===== src/rtl/stream_sorter_pkg.sv =====
// Shared types and helpers for the block sorter: FSM state encoding and counter sizing.
package stream_sorter_pkg;

   typedef enum logic [1:0] {
      StLoad  = 2'd0,
      StSort  = 2'd1,
      StDrain = 2'd2
   } state_e;

   // Index counter width: ceil(log2(n)), never below one bit.
   function automatic int unsigned cnt_width(input int unsigned n);
      int unsigned w;
      w = 1;
      while ((32'd1 << w) < n) begin
         w = w + 1;
      end
      return w;
   endfunction

endpackage


===== src/rtl/compare_exchange_cell.sv =====
// Signed compare-exchange: when enabled, Hi gets the larger operand and Lo the smaller.
module compare_exchange_cell #(
   parameter int unsigned DATA_WIDTH = 8
) (
   input  logic signed [DATA_WIDTH-1:0] A,
   input  logic signed [DATA_WIDTH-1:0] B,
   input  logic                         Enable,
   output logic signed [DATA_WIDTH-1:0] Hi,
   output logic signed [DATA_WIDTH-1:0] Lo
);

   logic swap;

   // Strict compare keeps A in the Hi slot on a tie.
   assign swap = Enable && (B > A);
   assign Hi   = swap ? B : A;
   assign Lo   = swap ? A : B;

endmodule


===== src/rtl/stream_sorter.sv =====
// Block-at-a-time descending sorter: load DEPTH samples, run DEPTH odd-even
// transposition phases, then stream the block out largest first.
module stream_sorter
   import stream_sorter_pkg::*;
#(
   parameter int unsigned DATA_WIDTH = 8,
   parameter int unsigned DEPTH      = 8
) (
   input  logic                         Clk,
   input  logic                         nReset,
   input  logic                         InValid,
   output logic                         InReady,
   input  logic signed [DATA_WIDTH-1:0] InData,
   output logic                         OutValid,
   input  logic                         OutReady,
   output logic signed [DATA_WIDTH-1:0] OutData,
   output logic                         OutLast,
   output logic                         Busy
);

   localparam int unsigned CntW = cnt_width(DEPTH);
   localparam logic [CntW-1:0] LastIdx = CntW'(DEPTH - 1);

   state_e state_q, state_d;
   logic [CntW-1:0] load_cnt_q, load_cnt_d;
   logic [CntW-1:0] phase_q, phase_d;
   logic [CntW-1:0] out_idx_q, out_idx_d;

   logic signed [DATA_WIDTH-1:0] arr_q [DEPTH];
   logic signed [DATA_WIDTH-1:0] arr_d [DEPTH];
   logic signed [DATA_WIDTH-1:0] cx_hi [DEPTH-1];
   logic signed [DATA_WIDTH-1:0] cx_lo [DEPTH-1];
   logic [DEPTH-2:0]             cx_en;

   // Cell k spans (k, k+1); even cells fire on even phases, odd cells on odd phases.
   for (genvar k = 0; k < DEPTH - 1; k++) begin : g_cx
      assign cx_en[k] = (state_q == StSort) && (phase_q[0] == 1'(k % 2));

      compare_exchange_cell #(
         .DATA_WIDTH(DATA_WIDTH)
      ) u_cx (
         .A     (arr_q[k]),
         .B     (arr_q[k+1]),
         .Enable(cx_en[k]),
         .Hi    (cx_hi[k]),
         .Lo    (cx_lo[k])
      );
   end

   assign InReady  = (state_q == StLoad);
   assign OutValid = (state_q == StDrain);
   assign Busy     = (state_q != StLoad);
   assign OutLast  = OutValid && (out_idx_q == LastIdx);
   assign OutData  = OutValid ? arr_q[out_idx_q] : '0;

   always_comb begin
      state_d    = state_q;
      load_cnt_d = load_cnt_q;
      phase_d    = phase_q;
      out_idx_d  = out_idx_q;
      arr_d      = arr_q;

      unique case (state_q)
         StLoad: begin
            if (InValid) begin
               arr_d[load_cnt_q] = InData;
               if (load_cnt_q == LastIdx) begin
                  state_d = StSort;
                  phase_d = '0;
               end else begin
                  load_cnt_d = load_cnt_q + CntW'(1);
               end
            end
         end
         StSort: begin
            for (int k = 0; k < int'(DEPTH) - 1; k++) begin
               if (cx_en[k]) begin
                  arr_d[k]   = cx_hi[k];
                  arr_d[k+1] = cx_lo[k];
               end
            end
            if (phase_q == LastIdx) begin
               state_d   = StDrain;
               out_idx_d = '0;
            end else begin
               phase_d = phase_q + CntW'(1);
            end
         end
         StDrain: begin
            if (OutReady) begin
               if (out_idx_q == LastIdx) begin
                  state_d    = StLoad;
                  load_cnt_d = '0;
               end else begin
                  out_idx_d = out_idx_q + CntW'(1);
               end
            end
         end
         default: state_d = StLoad;
      endcase
   end

   always_ff @(posedge Clk or negedge nReset) begin
      if (!nReset) begin
         state_q    <= StLoad;
         load_cnt_q <= '0;
         phase_q    <= '0;
         out_idx_q  <= '0;
         for (int i = 0; i < int'(DEPTH); i++) begin
            arr_q[i] <= '0;
         end
      end else begin
         state_q    <= state_d;
         load_cnt_q <= load_cnt_d;
         phase_q    <= phase_d;
         out_idx_q  <= out_idx_d;
         arr_q      <= arr_d;
      end
   end

endmodule


===== config.mk =====
export PLATFORM = sky130hd
export DESIGN_NAME = stream_sorter
export DESIGN_NICKNAME = d
export VERILOG_FILES = /design/src/rtl/stream_sorter_pkg.sv /design/src/rtl/compare_exchange_cell.sv /design/src/rtl/stream_sorter.sv
export SDC_FILE = /design/constraint.sdc
export NUM_CORES = 1
export LEC_CHECK = 0
export BUFFER_PORTS_ARGS = -buffer_cell sky130_fd_sc_hd__buf_2
export CORE_MARGIN = 8
export CORE_UTILIZATION = 60
export DETAILED_ROUTE_END_ITERATION = 10
export PLACE_DENSITY_LB_ADDON = 0.1
export REMOVE_ABC_BUFFERS = 1
export SYNTH_ARGS = -nofsm -noshare
export SYNTH_HDL_FRONTEND = slang
export SYNTH_SLANG_ARGS = --single-unit

===== constraint.sdc =====
create_clock -name Clk -period 3.14 [get_ports Clk]
set_input_delay 0.314 -clock Clk [delete_from_list [all_inputs] [get_ports Clk]]
set_output_delay 0.314 -clock Clk [all_outputs]
set_load 0.1 [all_outputs]

; ---- Word-level counts from Yosys, hierarchy flattened
; Cells that the tools add are included.
[op_classes]
addsub = 3
order_cmp = 10
eq_ne = 29
mux = 51
bitwise = 3
reduce_logical = 28
[op_table]
columns = operator, n
row1 = $mux W16, 9
row2 = $mux W8, 18
row3 = $pmux W64 S2, 1
row4 = $bwmux W64, 1
row5 = $mux W64, 1
row6 = $gt A8 B8 Y1, 7
row7 = $reduce_and A5 Y1, 8
row8 = $mux W3, 10
row9 = $bmux W8 S3, 1
row10 = $demux W8 S3, 1
row11 = $ne A3 B1 Y1 const B, 7
row12 = $pmux W3 S2, 3
row13 = $reduce_and A4 Y1, 4
row14 = $ne A3 B2 Y1 const B, 5
row15 = $ne A2 B1 Y1 const B, 7
row16 = $logic_and A1 B1 Y1, 11
row17 = $mux W2, 5
row18 = $add A3 B1 Y3 const B, 3
row19 = $eq A3 B3 Y1 const B, 3
row20 = $ge A4 B4 Y1 const B, 2
row21 = $ne A2 B2 Y1 const B, 4
row22 = $not A3 Y4, 2
row23 = $reduce_bool A2 Y1, 4
row24 = $pmux W2 S3, 1
row25 = 6 further kinds, 6
[totals]
regBits = 75
in_bits = 12
output_inout_bits = 12
word_cells = 136

; ---- Longest topological paths before layout
; Gate-level depths: netlist of run 1.
[depth]
word_depth = 14
ltp_mapped = 9
depth_no_buf = 8

; ---- By module
; From an unflattened synthesis of run 1, not the netlist that was laid out.
[hier_totals]
cells_unflattened = 842
area_unflattened_um2 = 8205.4
[by_module_without_submodules]
columns = mod, instances, cells_per_inst, area_each_um2, seq_area_each_um2
row1 = stream_sorter, 1, 499, 4807.1, 1876.8
row2 = compare_exchange_cell, 7, 49, 485.5, 0.0

; ---- Worst setup path before layout of run 1
; OpenSTA, ideal clock, no wires.
[synth_timing]
kind = register to register
start = register state_q[1]
end = register arr_q[59] in the netlist's numbering
setup_ps = 97
arrival_ps = 3633
required_time_ps = 3043
path_slack_ps = -589
path_stages_with_launch = 7
path_buffers = 1
synth_period_minus_slack_ps = 3729
cell_sequence = dfrtp_1 -> clkbuf_1 -> nor2_1 -> inv_1 -> nor2_1 -> a22oi_1 -> o31ai_1
[synth_via]
word_cells_on_any_way = 10
cone_classes = eq/ne (4) / mux (1) / reduce/logical (5)
[synth_lines]
columns = item, line
row1 = from (decl), stream_sorter.sv:24  ; state_e state_q, state_d;
row2 = from (signal assigned), stream_sorter.sv:105  ; state_q <= StLoad;
row3 = from (signal assigned), stream_sorter.sv:113  ; state_q <= state_d;
row4 = $logic_not A2 Y1 *, n/a
row5 = via InReady, stream_sorter.sv:12  ; output logic InReady,
row6 = $ne A2 B2 Y1 (no line) or $reduce_bool A2 Y1 (tied branches), n/a
row7 = $reduce_and A4 Y1 (no line), n/a
row8 = to (signal assigned), stream_sorter.sv:117  ; arr_q <= arr_d;
row9 = to (decl), stream_sorter.sv:29  ; logic signed [DATA_WIDTH-1:0] arr_q [DEPTH];
; Mark *: on every way through the listed nets, which the timed path passes. The rest lies on a longest branch.
; A chain may end at the register's enable or synchronous reset.

; ---- Worst setup path after layout of run 1
[layout_timing]
start = register arr_q[13] in the netlist's numbering
end = register arr_q[11] in the netlist's numbering
[layout_via]
elab_chain_len = 4
word_cells_on_any_way = 7
cone_classes = order compare (2) / eq/ne (2) / reduce/logical (3)
[layout_rtl]
columns = item, line
row1 = $gt A8 B8 Y1, compare_exchange_cell.sv:15  ; assign swap = Enable && (B > A);
row2 = $logic_and A1 B1 Y1, compare_exchange_cell.sv:15
row3 = $ne A3 B2 Y1 (no line) or $ne A3 B1 Y1 (tied branches), n/a
row4 = $reduce_and A5 Y1 (no line) *, n/a
; Mark *: on every way between the ends. The rest lies on a longest branch, timed or not.

==> results of run 1 <==
==> registers in the layout (all words and copies together) (netlist names) <==
| register | count |
|---|---|
| state_q | 2 |
| out_idx_q | 3 |
| load_cnt_q | 3 |
| phase_q | 3 |
| arr_q | 64 |
==> per-layer routing <==
layer | GRT usage, % | share of wire [%] | vias to the layer above
met3 | 4.81 | 5.3 | 38
met5 | 0 | 0 | -
met1 | 31.0 | 44 | 2591
met4 | 11.6 | 2.5 | 0
li1 | - | - | 2377
met2 | 41.3 | 49 | 165
==> worst max-delay path by stage <==
stage | startpoint | endpoint | slack [ns] | cells after the start
3_3_place_gp | arr_q[13]$_DFFE_PN0P_ | arr_q[8]$_DFFE_PN0P_ | 0.46 | 8
5_1_grt | arr_q[53]$_DFFE_PN0P_ | arr_q[42]$_DFFE_PN0P_ | 0.20 | 7
6_report | arr_q[13]$_DFFE_PN0P_ | arr_q[11]$_DFFE_PN0P_ | 0.33 | 8
4_1_cts | arr_q[13]$_DFFE_PN0P_ | arr_q[9]$_DFFE_PN0P_ | 0.35 | 8
3_5_place_dp | arr_q[13]$_DFFE_PN0P_ | arr_q[5]$_DFFE_PN0P_ | 0.39 | 8
2_1_floorplan | phase_q[0]$_DFFE_PN0P_ | arr_q[40]$_DFFE_PN0P_ | -0.66 | 6
==> stage by stage <==
stage	setup TNS (ns)	power, mW	cells	hold slack (ns)	cell area [µm²]
final	0	6.78	786	0.0894	6710
after global routing	0	7.21	786	0.185	6710
after CTS	0	6.73	786	0.130	6710
after detailed placement	0	5.94	770	0.538	6520
after global placement	0	5.77	770	0.533	6520
after floorplan	-21.64	4.85	597	0.0184	6120
==> layout make-up <==
cell class	count	area, µm²	share of cell area (%)
tap	136	170	2.54
inverter	74	278	4.14
sequential	75	1880	28.0
clock inverter	2	35.0	0.522
clock buffer	14	153	2.28
multi-input combinational	448	3970	59.2
timing repair buffer	37	223	3.32
==> power groups by stage <==
stage,clock (mW),combinational [mW],sequential (mW)
after CTS,0.776,4.24,1.71
after floorplan,0,3.18,1.67
after detailed placement,0,4.21,1.73
final,0.776,4.27,1.73
after global routing,0.809,4.64,1.76
after global placement,0,4.06,1.71
==> critical path, stage by stage, from the launching register on <==
cell       delay (ns)
dfrtp_1          0.44
inv_1            0.08
ha_1             0.29
a21o_1           0.18
a2111o_1         0.41
nor3_1           0.31
a2111oi_4        0.10
o211ai_2         0.48
mux2_2           0.39
==> synth_stat cells (2+ instances only) <==
master    number
a2111o_1       2
a21o_1         8
a21oi_1       27
a221o_1        4
a22oi_1        4
and2_1         2
buf_1          7
buf_2          2
buf_6          4
clkbuf_1      17
dfrtp_1       75
ha_1          62
inv_1         72
mux2_2        39
mux2_4        16
mux2i_1       54
mux4_2        16
nand2_1       45
nand2b_1       5
nand3_1       15
nand3b_1       6
nand4_1        9
nor2_1        13
nor2b_1        4
nor3_1         5
nor3b_1        8
nor4b_2        2
o211ai_1       2
o21ai_0       11
o21ai_2        2
o22ai_1       51
o31ai_1        5
o32a_1         2
o32ai_1        7
==> cells by family (layout without fill, tap and decap cells) <==
| kind of cell | after synthesis | after routing | synth area share, % |
|---|---|---|---|
| adders and majority gates | 62 | 62 | 12.4 |
| DFF | 75 | 75 | 29.9 |
| AOI/OAI and AO/OA | 140 | 140 | 15.6 |
| buffers and inverters | 104 | 127 | 6.75 |
| and+or+nand+nor | 121 | 121 | 10.1 |
| muxes | 125 | 125 | 25.2 |
==> flow_summary.json, run 1 <==
{
  "vias_per_cell": 6.58,
  "yosysTopAreaCell": "dfrtp_1",
  "netSwitchingPower_mw": 3.23,
  "ys_types": 58,
  "cts_buffer_depth": 2,
  "synth_cells": 627,
  "hold_buffers": 0,
  "die_h_um": 118,
  "coreArea_um2": 10200,
  "hold_path_class": "input pin to async pin",
  "final_util_pct": 65.6,
  "final_nets": 719,
  "layout_commonest_cell": "dfrtp_1",
  "wl_per_cell_um": 22.1,
  "synth_top_area_share_pct": 29.9,
  "slew_headroom_pct": 33.7,
  "dp_hpwl_um": 12700,
  "num_vias": 5171,
  "yosysWarnings": 0,
  "synth_edf_count": 0,
  "reg2reg_depth": 8,
  "crit_arrival_ns": 3.07,
  "start_util_pct": 61.3,
  "hold_violations": 0,
  "start_kind": "flip-flop",
  "synth-seq-cells": 75,
  "syn_avg_cell_area_um2": 10.0,
  "grt_pass1_vias": 5324,
  "setup_violations": 0,
  "p_leak_nw": 3.10,
  "area.growth.synth_to_final_pct": 7.00,
  "ys_seq_area_share_pct": 29.9,
  "post-place-ws_ns": 0.388,
  "clock_sinks": 75,
  "firstDrtPassIters": 5,
  "grt_setup_unrepaired": "false",
  "grt_max_degree": 76,
  "die_x_um": 118,
  "end_kind": "flip-flop",
  "diodes": 0,
  "status": "finished, final reports clean",
  "crit-reg2reg-launch": "arr_q[13]$_DFFE_PN0P_",
  "fin_crit_ns": 2.81,
  "worst_pin_slew_ns": 0.995,
  "fp-row-count": 37,
  "reg2reg_slack_ns": 0.33,
  "grt_usage_pct": 25.0,
  "num_io_pins": 24,
  "io_buffers": 23,
  "drcViolationCount": 0,
  "cts_buffers": 9,
  "drive_above_1_share_pct": 20.6,
  "power_frac_seq_pct": 25.5,
  "critPathKind": "flip-flop to flip-flop",
  "dieArea_um2": 14000,
  "grt_pass1_wl_um": 27900,
  "yosys-top-cells-area": "dfrtp_1, ha_1, mux2i_1",
  "crit_fanout": 8,
  "cts_max_level": 3,
  "cts_setup_buffers": 0,
  "switching_share_pct": 47.6,
  "syn_area_um2": 6270,
  "ir_worst_vdd_uv": 658,
  "fmaxAchievable_mhz": 356,
  "async_flop_share_pct": 100,
  "gp_congestion": 0.861,
  "skew_ns": 0.0120,
  "drv_cap": 0,
  "ant_nets": 0,
  "final_cell_mix": "dfrtp_1, inv_1, ha_1, mux2i_1, o22ai_1",
  "routed_wl_um": 17300,
  "fin_crit_sh_pct": 89.3,
  "ys.flop_type": "dfrtp_1",
  "required_ns": 3.41,
  "reg2reg_to": "arr_q[11]$_DFFE_PN0P_",
  "drv_slew": 0,
  "cts_resized": 0,
  "antenna_found_initial": 0,
  "overflow": 0,
  "clkTransAtPathRegs_ns": 0.08,
  "setup_slack_ns": 0.335,
  "cts_tree": "built",
  "cts_root_buf": "clkbuf_8",
  "p_int_mw": 3.55,
  "drt_iter0_markers": 444,
  "pwr-share-comb_pct": 63.1,
  "powerDensity_nw_per_um2": 1010,
  "clk_latency_ns": 0.39,
  "clkPwrFrac_pct": 11.5,
  "fill_cells": 821
}
(Power assumes the default switching activity.)
==> run 2, diff against run 1 <==
Settings changed: ABC_AREA set to 1.
==> run 2 against run 1 <==
  * Non-clock buffer count down 3
  * Die area rose by 0.69%
  * Cell count grew 34%
  * Global-route usage up 4.9 points
  * Hold slack gained 0.0062 ns
  * Combinational power increased by 38%
  * Clock power increased by 13%
  * Register-to-register slack improved by 0.27 ns
  * Sequential share of layout area fell by 0.76 points
  * Critical path depth decreased by 1
  * Synthesized cell count rose by 44%
  * Critical path type is now flip-flop to primary output
==> flow_summary.json, run 2 <==
{
  "status": "finished, final reports clean",
  "cts_buffer_depth": 2,
  "yosys-top-cells-area": "dfrtp_1, nand2_1, ha_1",
  "synth_edf_count": 0,
  "powerDensity_nw_per_um2": 1230,
  "gp_congestion": 0.981,
  "wl_per_cell_um": 20.3,
  "worst_pin_slew_ns": 1.06,
  "final_nets": 986,
  "switching_share_pct": 59.0,
  "cts_tree": "built",
  "skew_ns": 0.00768,
  "firstDrtPassIters": 6,
  "setup_slack_ns": 0.408,
  "netSwitchingPower_mw": 5.01,
  "area.growth.synth_to_final_pct": 9.13,
  "ant_nets": 0,
  "dp_hpwl_um": 15500,
  "p_int_mw": 3.48,
  "syn_avg_cell_area_um2": 7.02,
  "ys_seq_area_share_pct": 29.7,
  "cts_max_level": 3,
  "drive_above_1_share_pct": 9.71,
  "async_flop_share_pct": 100,
  "largest_reg_flops": 64,
  "drt_iter0_markers": 906,
  "ys_types": 36,
  "coreArea_um2": 10300,
  "cts_buffers": 9,
  "required_ns": 2.83,
  "clock_sinks": 75,
  "cts_setup_buffers": 0,
  "hold_violations": 0,
  "overflow": 0,
  "yosysTopAreaCell": "dfrtp_1",
  "crit_fanout": 18,
  "routed_wl_um": 21400,
  "placed_area_um2": 6660,
  "grt_setup_unrepaired": "false",
  "pwr-share-comb_pct": 69.6,
  "drcViolationCount": 0,
  "synth-seq-cells": 75,
  "power_frac_seq_pct": 20.1,
  "fin_crit_ns": 2.73,
  "setup_violations": 0,
  "clk_latency_ns": 0.37,
  "ir_worst_vdd_uv": 1140,
  "die_h_um": 119,
  "num_vias": 6678,
  "drv_slew": 0,
  "final_cell_mix": "nand2_1, inv_1, dfrtp_1, nand3_1, ha_1",
  "design_area_um2": 6900,
  "fmaxAchievable_mhz": 366,
  "num_io_pins": 24,
  "slew_headroom_pct": 29.3,
  "diodes": 0,
  "crit_arrival_ns": 2.42,
  "p_leak_nw": 3.37,
  "layout_commonest_cell": "nand2_1",
  "synth_top_area_share_pct": 29.7,
  "synth.top_cells.by_count": "nand2_1, inv_1, dfrtp_1",
  "drv_cap": 0,
  "synthMostInstantiatedCell": "nand2_1",
  "tns_ns": 0,
  "fin_crit_sh_pct": 87.0,
  "cts_root_buf": "clkbuf_8",
  "synth_cells": 900,
  "largest_register": "arr_q",
  "antenna_found_initial": 0,
  "grt_max_degree": 76,
  "clkTransAtPathRegs_ns": 0.08,
  "start_util_pct": 61.5,
  "grt_pass1_vias": 6261,
  "ys.flop_type": "dfrtp_1",
  "critPathKind": "flip-flop to primary output",
  "clkPwrFrac_pct": 10.4,
  "grt_usage_pct": 29.9,
  "grt_pass1_wl_um": 33400,
  "end_kind": "primary output",
  "fp-row-count": 37,
  "syn_area_um2": 6320,
  "post-place-ws_ns": 0.592,
  "start_kind": "flip-flop",
  "hold_path_class": "input pin to async pin",
  "io_buffers": 23,
  "dieArea_um2": 14100,
  "die_x_um": 119,
  "yosysWarnings": 0,
  "vias_per_cell": 6.34
}
==> run 2: critical path, cell delays in order, from the launching register on <==
cell,delay (ns)
dfrtp_2,0.58
clkinvlp_4,0.35
a21oi_1,0.21
o21ai_0,0.13
nand3_1,0.13
nand2_1,0.06
a31oi_1,0.36
buf_12,0.23
==> run 2: kinds of logic after synthesis <==
| logic type | count (synthesis) | synth area share [%] |
|---|---|---|
| compound gates | 182 | 18.9 |
| simple gates | 426 | 29.6 |
| fa+ha+maj | 62 | 12.3 |
| flops | 75 | 29.7 |
| buf+inv | 155 | 9.56 |
==> run 2: final timing paths <==
kind | startpoint | to | slack (ns) | cells after the start
setup / recovery | out_idx_q[1]$_DFFE_PN0P_ | OutData[0] | 0.41 | 7
setup reg to reg | arr_q[29]$_DFFE_PN0P_ | arr_q[25]$_DFFE_PN0P_ | 0.60 | 13
hold reg to reg | arr_q[43]$_DFFE_PN0P_ | arr_q[43]$_DFFE_PN0P_ | 0.51 | 2
max in group asynchronous | nReset | out_idx_q[1]$_DFFE_PN0P_ | 2.35 | 1
hold / removal | nReset | arr_q[18]$_DFFE_PN0P_ | 0.1 | 1
min in group Clk | OutReady | out_idx_q[0]$_DFFE_PN0P_ | 0.29 | 3
==> run 2: final cells by class <==
type / instances / area (µm²)
flip-flops and latches: 75 / 1880
clock buffers: 12 / 155
inverters: 122 / 462
clock inverters: 4 / 72.6
well taps: 136 / 170
repair buffers: 34 / 320
multi-input cells: 670 / 3840
fillers: 902 / 3380
==> run 2: stage by stage <==
stage / hold slack [ns] / util, % / power, mW / cells
after global placement: 0.487 / 64.8 / 7.19 / 1037
after detailed placement: 0.491 / 64.8 / 7.38 / 1037
after CTS: 0.149 / 67.1 / 8.27 / 1053
final: 0.0956 / 67.1 / 8.49 / 1053
after global routing: 0.181 / 67.1 / 9.12 / 1053
after floorplan: 0.0184 / - / 5.73 / 867
==> run 2: repair_timing <==
action | in CTS | in global routing
hold buffers | 0 | 0
gates resized for setup | 0 | 2
endpoints found under the setup margin | 0 | 3
==> run 2: power groups by stage <==
stage / combinational (mW) / sequential [mW] / clock [mW]
floorplan: 4.15 / 1.58 / 0
global placement: 5.50 / 1.69 / 0
detailed placement: 5.68 / 1.70 / 0
CTS: 5.71 / 1.68 / 0.877
global route: 6.48 / 1.73 / 0.915
finish: 5.91 / 1.70 / 0.880
==> run 2: layer usage <==
metal / share of wire (%) / up-vias / track usage (%)
met5: 0 / - / 0
met4: 4.8 / 0 / 16.2
met3: 12 / 88 / 7.19
met2: 44 / 411 / 45.5
met1: 39 / 3095 / 38.4
li1: - / 3084 / -
